`src/rtl/uart_tx_arbiter.sv`:
```
// Four-way round-robin arbiter feeding bytes to a single UART transmitter,
// with multi-byte ownership locking and a sticky transmit-timeout flag.
module uart_tx_arbiter #(
   parameter int TIMEOUT_CYCLES = 2000000
) (
   input  logic        Clock_100MHz,
   input  logic        Reset_n,
   input  logic [3:0]  Req,
   input  logic [31:0] Req_Data,
   input  logic [3:0]  Req_Lock,
   output logic [3:0]  Ack,
   output logic        TX_Start,
   output logic [7:0]  TX_Data,
   input  logic        TX_Busy,
   input  logic        TX_Done,
   output logic [1:0]  Owner,
   output logic        Arb_Busy,
   output logic        Error
);

   localparam int CW = $clog2(TIMEOUT_CYCLES + 1);
   localparam logic [CW-1:0] LAST_COUNT = CW'(TIMEOUT_CYCLES - 1);

   typedef enum logic [1:0] {IDLE, LAUNCH, WAIT_DONE} state_t;

   state_t        state;
   logic          lock_hold;
   logic [CW-1:0] timeout_count;
   logic [1:0]    winner;
   logic [1:0]    cand1, cand2, cand3;

   // Owner doubles as the round-robin pointer: both always hold the last winner.
   assign cand1 = Owner + 2'd1;
   assign cand2 = Owner + 2'd2;
   assign cand3 = Owner + 2'd3;

   always_comb begin
      winner = Owner;
      if (lock_hold && Req[Owner])
         winner = Owner;
      else if (Req[cand1])
         winner = cand1;
      else if (Req[cand2])
         winner = cand2;
      else if (Req[cand3])
         winner = cand3;
      else
         winner = Owner;
   end

   always_ff @(posedge Clock_100MHz or negedge Reset_n) begin
      if (!Reset_n) begin
         state         <= IDLE;
         Ack           <= 4'b0000;
         TX_Start      <= 1'b0;
         TX_Data       <= 8'h00;
         Owner         <= 2'd3;
         lock_hold     <= 1'b0;
         timeout_count <= '0;
         Error         <= 1'b0;
         Arb_Busy      <= 1'b0;
      end else begin
         case (state)
            IDLE: begin
               if ((Req != 4'b0000) && !TX_Busy) begin
                  Owner     <= winner;
                  TX_Data   <= Req_Data[{winner, 3'b000} +: 8];
                  lock_hold <= Req_Lock[winner];
                  Ack       <= 4'b0001 << winner;
                  TX_Start  <= 1'b1;
                  Arb_Busy  <= 1'b1;
                  state     <= LAUNCH;
               end
            end
            LAUNCH: begin
               Ack           <= 4'b0000;
               TX_Start      <= 1'b0;
               timeout_count <= '0;
               state         <= WAIT_DONE;
            end
            WAIT_DONE: begin
               // A completing frame takes priority over a timeout in the same cycle.
               if (TX_Done) begin
                  timeout_count <= '0;
                  Arb_Busy      <= 1'b0;
                  state         <= IDLE;
               end else if (timeout_count == LAST_COUNT) begin
                  Error         <= 1'b1;
                  lock_hold     <= 1'b0;
                  timeout_count <= '0;
                  Arb_Busy      <= 1'b0;
                  state         <= IDLE;
               end else begin
                  timeout_count <= timeout_count + 1'b1;
               end
            end
            default: begin
               Ack      <= 4'b0000;
               TX_Start <= 1'b0;
               Arb_Busy <= 1'b0;
               state    <= IDLE;
            end
         endcase
      end
   end

endmodule

```
`config.mk`:
```
export PLATFORM = sky130hd
export DESIGN_NAME = uart_tx_arbiter
export DESIGN_NICKNAME = d
export VERILOG_FILES = /design/src/rtl/uart_tx_arbiter.sv
export SDC_FILE = /design/constraint.sdc
export NUM_CORES = 1
export LEC_CHECK = 0
export BUFFER_PORTS_ARGS = -buffer_cell sky130_fd_sc_hd__buf_4
export CELL_PAD_IN_SITES_DETAIL_PLACEMENT = 0
export CELL_PAD_IN_SITES_GLOBAL_PLACEMENT = 1
export CORE_MARGIN = 5
export CORE_UTILIZATION = 40
export CTS_BUF_LIST = sky130_fd_sc_hd__clkbuf_4 sky130_fd_sc_hd__clkbuf_8
export DETAILED_ROUTE_END_ITERATION = 16
export PLACE_DENSITY = 0.89
export SLEW_MARGIN = 20
export SYNTH_ARGS = -nofsm -noshare
export SYNTH_HDL_FRONTEND = slang
export SYNTH_SLANG_ARGS = --single-unit
```
`constraint.sdc`:
```
create_clock -name Clock_100MHz -period 3.4 [get_ports Clock_100MHz]
set_input_delay 0.34 -clock Clock_100MHz [delete_from_list [all_inputs] [get_ports Clock_100MHz]]
set_output_delay 0.34 -clock Clock_100MHz [all_outputs]
set_load 0.01 [all_outputs]
```
==> summary.md, run 1 <==
| Metric | Value |
|---|---|
| Max Fclk | 397 MHz |
| Total Nets Final | 351 |
| Data arrival time of the worst path | 2.70 ns |
| Asr flop ratio synth | 100% |
| Largest net degree at the start of global routing | 42 |
| Core area | 0.00599 sq mm |
| Routability cong. | 0.765 |
| Critical path capture point type | flip-flop |
| First-pass GRT wire length | 9960 microns |
| # diodes | 0 |
| Post-synthesis net count | 293 |
| RSZ-0062 raised after global routing | false |
| Row count | 28 |
| Htree depth | 2 |
| Final period utilization | 74.1% |
| Cts repair resizes | 0 |
| Starting Density | 41.4% |
| R2r endpoint | TX_Data[4]$_DFFE_PN0P_ |
| Top FF cell, synth | dfrtp_1 |
| DRC viols | 0 |
| Setup CP Type | flip-flop to flip-flop |
| Die Ht | 88.7 microns |
| Fill count | 530 |
| Antenna viol nets, final | 0 |
| Ports | 61 |
| Overall Global Routing Usage | 16.1% |
| Via-to-Cell Ratio | 5.42 |
| Most frequent cells in the layout | 62 x buf_4, 39 x dfrtp_1, 25 x nand2_1 |
| Area grow syn2layout | 24.5% |
| Area of the mapped netlist | 0.00248 sq mm |
| DR pass1 iterations | 5 |
| Area of the multi-input gates | 0.00134 sq mm |
| R2r worst-path depth | 6 |
| Startpoint Class | flip-flop |
| Fraction of layout cells with a size suffix above 1 | 32.9% |
| Min-delay worst type | input pin to async pin |
| Slowest CP cell | a211oi_4 |
| Crit-path max cell delay | 0.65 ns |
| Die span in x | 88.7 microns |
| Synth Warn # | 0 |
| Syn Inst Count | 245 |
| Area of the die | 0.00787 sq mm |
| DR WL/cell | 15.6 microns |
| Final hold vios | 0 |
| TritonCTS Buffers | 5 |
| Clock Sinks | 41 |
| Worst reg2reg startpoint | Owner[0]$_DFFE_PN1P_ |
| Syn_area_per_cell | 10.1 sq um |
| Crit path max fanout | 15 |
| Worst Skew | 0.00630 ns |
| Pwr Density | 757 mW/mm^2 |
| Gr ovfl total | 0 |
| Worst skew pair latency | 0.29 ns |
| Initial DRC Count | 136 |
| CTS tree | done |
| Post-CTS Setup Bufs | 0 |
| Maximum buffer depth of the clock tree | 2 |
| Total Neg Setup Slack | 0 ns |
| Via count | 2055 |
| Worst-Margin Slew | 0.781 ns |
| Max-Cap Viols | 0 |
| Max-slew violation count | 0 |
| Slew margin rel. | 47.7% |
| Total Wirelength | 5910 microns |
| Leading cell type in the layout, fill and taps excluded | buf_4 |
| Synthesized flop and latch total | 41 |
| Final hold slack | 0.0315 ns |
| Clock slew at reported path FFs | 0.08 ns |
| Reg area | 0.00103 sq mm |
| PortBufs | 60 |
| Peak supply drop | 0.000561 V |
| Leak Pwr | 1.38 nW |
| Crit-path cells | mux2i_1 > a21boi_2 > o211ai_1 > a211oi_4 > mux4_2 > mux2_4 |
| Status | complete, no violations |
| Post-synth EDFFs | 0 |
| Sequential fraction of the synthesis area | 41.5% |
| Hold Buf Count CTS | 0 |
| Initial antenna violation count | 0 |
| Internal reg-to-reg setup slack | 0.88 ns |
| Vias in the first global route | 2090 |
| Final setup fails | 0 |
| Tmin final | 2.52 ns |
| DP HPWL | 4220 microns |
| CTS root buffer | clkbuf_8 |
| Distinct cell type count after synthesis | 54 |
| CP Data Required Time | 3.58 ns |
==> sequential cells by signal, indices dropped and copies added, names as in the netlist <==
register and flops:
Arb_Busy 1, Owner 2, Error 1, lock_hold 1
Ack 4, state 2, timeout_count 21, TX_Start 1
TX_Data 8
==> synthesized netlist by cell type (all sizes together), types with 3 or more instances <==
cell type / number / share of area (%)
a21o: 4 / 1.2
a21oi: 8 / 1.6
a22o: 3 / 1.1
and3: 5 / 1.3
buf: 5 / 2.0
clkbuf: 6 / 0.91
dfrtp: 39 / 39
ha: 4 / 2.0
inv: 10 / 1.6
mux2: 10 / 5.1
mux2i: 4 / 1.6
mux4: 8 / 7.4
nand2: 25 / 3.8
nand2b: 5 / 1.3
nand3: 12 / 2.4
nand4: 5 / 1.3
nor2: 22 / 3.3
nor3: 6 / 1.4
nor4: 3 / 0.76
o21ai: 24 / 5.0
xor2: 5 / 1.8
==> where the power goes <==
part           total (mW)  switching (mW)  internal [mW]
clock network       0.417           0.170          0.248
registers           0.729           0.112          0.617
logic                1.19           0.590          0.602
==> area by class of cell <==
cell class | count | share of cell area [%]
inverter | 10 | 1.30
multi-input combinational | 183 | 43.4
timing repair buffer | 62 | 15.1
tap | 75 | 3.04
clock buffer | 7 | 2.92
sequential | 41 | 33.3
clock inverter | 1 | 0.972
==> kinds of logic after synthesis <==
group / synth area share [%]
AND/OR/NAND/NOR: 18.2
AO/OA/AOI/OAI: 17.2
flip-flops: 41.5
multiplexers: 14.2
buffers and inverters: 4.49
XOR/XNOR: 2.47
adder cells (fa/ha/maj): 2.02
==> critical path: cells and delay by family (launching register included) <==
family             cells  cell delay [ns]
DFF                    1             0.61
AOI/OAI and AO/OA      3             1.00
muxes                  3             0.79
==> metal layers <==
metal	global-route usage, %	vias up	wire length (microns)
met4	6.32	0	85
met5	0	-	0
met3	3.45	6	334
li1	-	1005	-
met2	24.9	45	2700
met1	22.0	999	2790
==> per-stage QoR <==
step	total power, mW	setup WS, ns	area, sq um	utilization, %	cells
4_1_cts	2.37	0.846	3090	51.5	379
2_1_floorplan	1.61	1.21	2480	-	245
3_5_place_dp	1.94	0.859	2970	49.5	371
5_1_grt	2.51	0.741	3090	51.5	379
6_report	2.34	0.881	3090	51.5	379
3_3_place_gp	1.91	0.934	2970	49.5	371
==> worst max-delay path by stage <==
stage          slack [ns]                 start  cells after the start                endpoint
2_1_floorplan        1.21  Owner[0]$_DFFE_PN1P_                      7  TX_Data[3]$_DFFE_PN0P_
3_3_place_gp         0.93  Owner[1]$_DFFE_PN1P_                      5  TX_Data[1]$_DFFE_PN0P_
3_5_place_dp         0.86  Owner[1]$_DFFE_PN1P_                      5  TX_Data[3]$_DFFE_PN0P_
4_1_cts              0.85  Owner[1]$_DFFE_PN1P_                      5  TX_Data[6]$_DFFE_PN0P_
5_1_grt              0.74  Owner[1]$_DFFE_PN1P_                      5  TX_Data[3]$_DFFE_PN0P_
6_report             0.88  Owner[0]$_DFFE_PN1P_                      6  TX_Data[4]$_DFFE_PN0P_
No activity file was read; power rests on OpenSTA's default activity.
==> inputs of run 2 (changes only) <==
Settings changed: ABC_AREA set to 1, CORE_UTILIZATION 40 to 39, PLACE_DENSITY 0.89 to 0.92.
Clock period 3.4 ns to 2.5 ns, I/O delays scaled along.
==> run 2 against run 1 <==
Cell count is 36% higher. Non-clock buffer count is 5 higher. Largest power group unchanged. Routed wire length rose by 12%. Clock-buffer cell count unchanged. Combinational power increased by 98%. Utilization down 1.3 points. First-iteration DRC count up 47%. Design area increased by 4.5%. Sequential cell count is the same. Global-route usage up 0.19 points. Maximum frequency increased by 10%. Critical path depth increased by 8.
==> summary.md, run 2 <==
| Metric | Value |
|---|---|
| DRC viols | 0 |
| CP Data Required Time | 2.69 ns |
| Critical Path Most Common Cell | nand2_1 |
| Peak supply drop | 0.000822 V |
| Ports | 61 |
| Max-slew violation count | 0 |
| Leak Pwr | 1.73 nW |
| PortBufs | 60 |
| Htree depth | 2 |
| Final setup fails | 0 |
| Hold path depth | 2 |
| CTS root buffer | clkbuf_8 |
| Buffers & Inverters on Critical Path | 3 |
| Synth top area share | 37.6% |
| Worst reg2reg startpoint | Owner[0]$_DFFE_PN1P_ |
| Startpoint Class | flip-flop |
| Setup CP Type | flip-flop to flip-flop |
| Via-to-Cell Ratio | 5.02 |
| Fill count | 648 |
| Total Wirelength | 6630 microns |
| Distinct cell type count after synthesis | 35 |
| Most frequent cells in the layout | 152 x nand2_1, 66 x buf_4, 39 x dfrtp_1 |
| Slowest CP cell | dfstp_2 |
| Routability cong. | 0.910 |
| Die Ht | 91.6 microns |
| Die span in x | 91.6 microns |
| Syn Inst Count | 373 |
| Fraction of layout cells with a size suffix above 1 | 21.7% |
| Data arrival time of the worst path | 2.47 ns |
| Status | complete, no violations |
| DP HPWL | 4920 microns |
| DR WL/cell | 12.9 microns |
| Area of the mapped netlist | 0.00260 sq mm |
| R2r worst-path depth | 14 |
| Worst-Margin Slew | 0.514 ns |
| List of most frequent post-synthesis cells | 152 x nand2_1, 39 x dfrtp_1, 34 x nand3_1 |
| Post-synthesis net count | 421 |
| Max Fclk | 438 MHz |
| Hold_sp | TX_Done |
| Flip-flop count of the largest register after layout | 21 |
| Max-Cap Viols | 0 |
| Area of the multi-input gates | 0.00136 sq mm |
| Crit path max fanout | 13 |
| Total Nets Final | 484 |
| Asr flop ratio synth | 100% |
| Sequential fraction of the synthesis area | 39.6% |
| Clock Sinks | 41 |
| Reg area | 0.00103 sq mm |
| Biggest register | timeout_count |
| Worst Skew | 0.00988 ns |
| Synthesized flop and latch total | 41 |
| Syn_area_per_cell | 6.96 sq um |
| Internal reg-to-reg setup slack | 0.21 ns |
| Top FF cell, synth | dfrtp_1 |
| Initial DRC Count | 200 |
| Via count | 2578 |
| Antenna viol nets, final | 0 |
| Post-synth EDFFs | 0 |
| Gr ovfl total | 0 |
| Vias in the first global route | 2388 |
| Largest net degree at the start of global routing | 42 |
| R2r endpoint | TX_Data[4]$_DFFE_PN0P_ |
| First-pass GRT wire length | 11300 microns |
| Row count | 29 |
| Final hold vios | 0 |
| Total Neg Setup Slack | 0 ns |
| Critical path capture point type | flip-flop |
| CTS tree | done |
| Overall Global Routing Usage | 16.3% |
| Crit-path cells | inv_2 > nand2_1 > nand2_1 > nand2_1 > nand3_1 > nand3_1 > nand2_1 > o21ai_4 > clkinvlp_4 > buf_4 > nand2_1 > nand2_1 > nand2_1 > nand2_1 |
| Post-route insts no fill | 514 |
| Largest regs | timeout_count x21, TX_Data x8, Ack x4 |
| Pwr Density | 1160 mW/mm^2 |
| Leading cell type in the layout, fill and taps excluded | nand2_1 |
| Min-delay worst type | input pin to flip-flop |
| DR pass1 iterations | 4 |
| Largest cells by area after synthesis | dfrtp_1 38%, nand2_1 22%, nand3_1 6.6% |
| Slew margin rel. | 65.7% |
| Synth Warn # | 0 |
| Area grow syn2layout | 24.2% |
| TritonCTS Buffers | 5 |
| Crit-path max cell delay | 0.68 ns |
| Largest area contributor in the netlist | dfrtp_1 |
| Worst Hold Endpoint | Error$_DFFE_PN0P_ |
| # diodes | 0 |
| Initial antenna violation count | 0 |
| Tmin final | 2.29 ns |
| Maximum buffer depth of the clock tree | 2 |
| Final period utilization | 91.4% |
| Starting Density | 40.4% |
| Core area | 0.00642 sq mm |
| Clock slew at reported path FFs | 0.08 ns |
| Placed insts | 504 |
| Worst skew pair latency | 0.30 ns |
| Worst path top cell family by delay | flip-flops |
| Area of the die | 0.00839 sq mm |
| Cell with the most instances after synthesis | nand2_1 |
run 2: what timing repair did:
item / CTS / global route
endpoints found under the hold margin: 39 / 0
gates resized for setup: 0 / 2
setup endpoints to repair: 0 / 11
buffers inserted: 0 / 1
hold buffers: 1 / 0
run 2: cell type report:
cell class	count	area share, %
Clock buffer	7	2.60
Clock inverter	1	0.155
Inverter	37	4.42
Multi-Input combinational cell	284	42.3
Sequential cell	41	31.9
Tap cell	77	2.99
Timing Repair Buffer	67	15.7
run 2: worst max-delay path by stage:
stage | start | end | slack [ns] | cells after the start
4_1_cts | Owner[0]$_DFFE_PN1P_ | TX_Data[4]$_DFFE_PN0P_ | 0.09 | 13
2_1_floorplan | state[0]$_DFFE_PN0P_ | timeout_count[19]$_DFFE_PN0P_ | 0.61 | 8
5_1_grt | Owner[0]$_DFFE_PN1P_ | TX_Data[4]$_DFFE_PN0P_ | -0.03 | 14
3_5_place_dp | Owner[0]$_DFFE_PN1P_ | TX_Data[4]$_DFFE_PN0P_ | 0.08 | 13
3_3_place_gp | Owner[0]$_DFFE_PN1P_ | TX_Data[3]$_DFFE_PN0P_ | 0.18 | 13
6_report | Owner[0]$_DFFE_PN1P_ | TX_Data[4]$_DFFE_PN0P_ | 0.21 | 14
run 2: stage by stage:
step	setup slack (ns)	utilization [%]	hold WS [ns]	total power, mW	instance area, sq um
after floorplan	0.608	-	-0.0456	2.68	2600
after global placement	0.175	48.4	0.259	3.21	3110
after detailed placement	0.0782	48.4	0.262	3.25	3110
after CTS	0.0856	49.9	0.153	3.70	3210
after global routing	-0.0293	50.2	0.158	4.12	3230
final	0.214	50.2	0.154	3.74	3230
run 2: cells by family after synthesis:
group / count (synthesis) / synth area share (%)
simple gates: 239 / 40.4
buf+inv: 48 / 8.14
flops: 41 / 39.6
compound gates: 35 / 7.90
xor+xnor: 6 / 2.02
fa+ha+maj: 4 / 1.93
run 2: power by group:
part	total, mW	switching [mW]	internal [mW]	leakage [nW]
logic	2.36	1.54	0.817	1.14
clock network	0.439	0.222	0.218	0.0491
registers	0.944	0.123	0.821	0.542
run 2: per-layer routing:
| layer | vias to the layer above | global-route usage [%] | routed length [microns] |
|---|---|---|---|
| met4 | 0 | 4.52 | 66 |
| met1 | 1200 | 22.4 | 3100 |
| met2 | 54 | 25.6 | 3110 |
| met3 | 4 | 3.88 | 343 |
| li1 | 1320 | - | - |
| met5 | - | 0 | 0 |
run 2: worst register-to-register path, stage by stage (launching register included):
cell	delay (ns)
dfstp_2	0.68
inv_2	0.13
nand2_1	0.08
nand2_1	0.06
nand2_1	0.08
nand3_1	0.06
nand3_1	0.06
nand2_1	0.08
o21ai_4	0.35
clkinvlp_4	0.17
buf_4	0.20
nand2_1	0.08
nand2_1	0.05
nand2_1	0.05
nand2_1	0.04
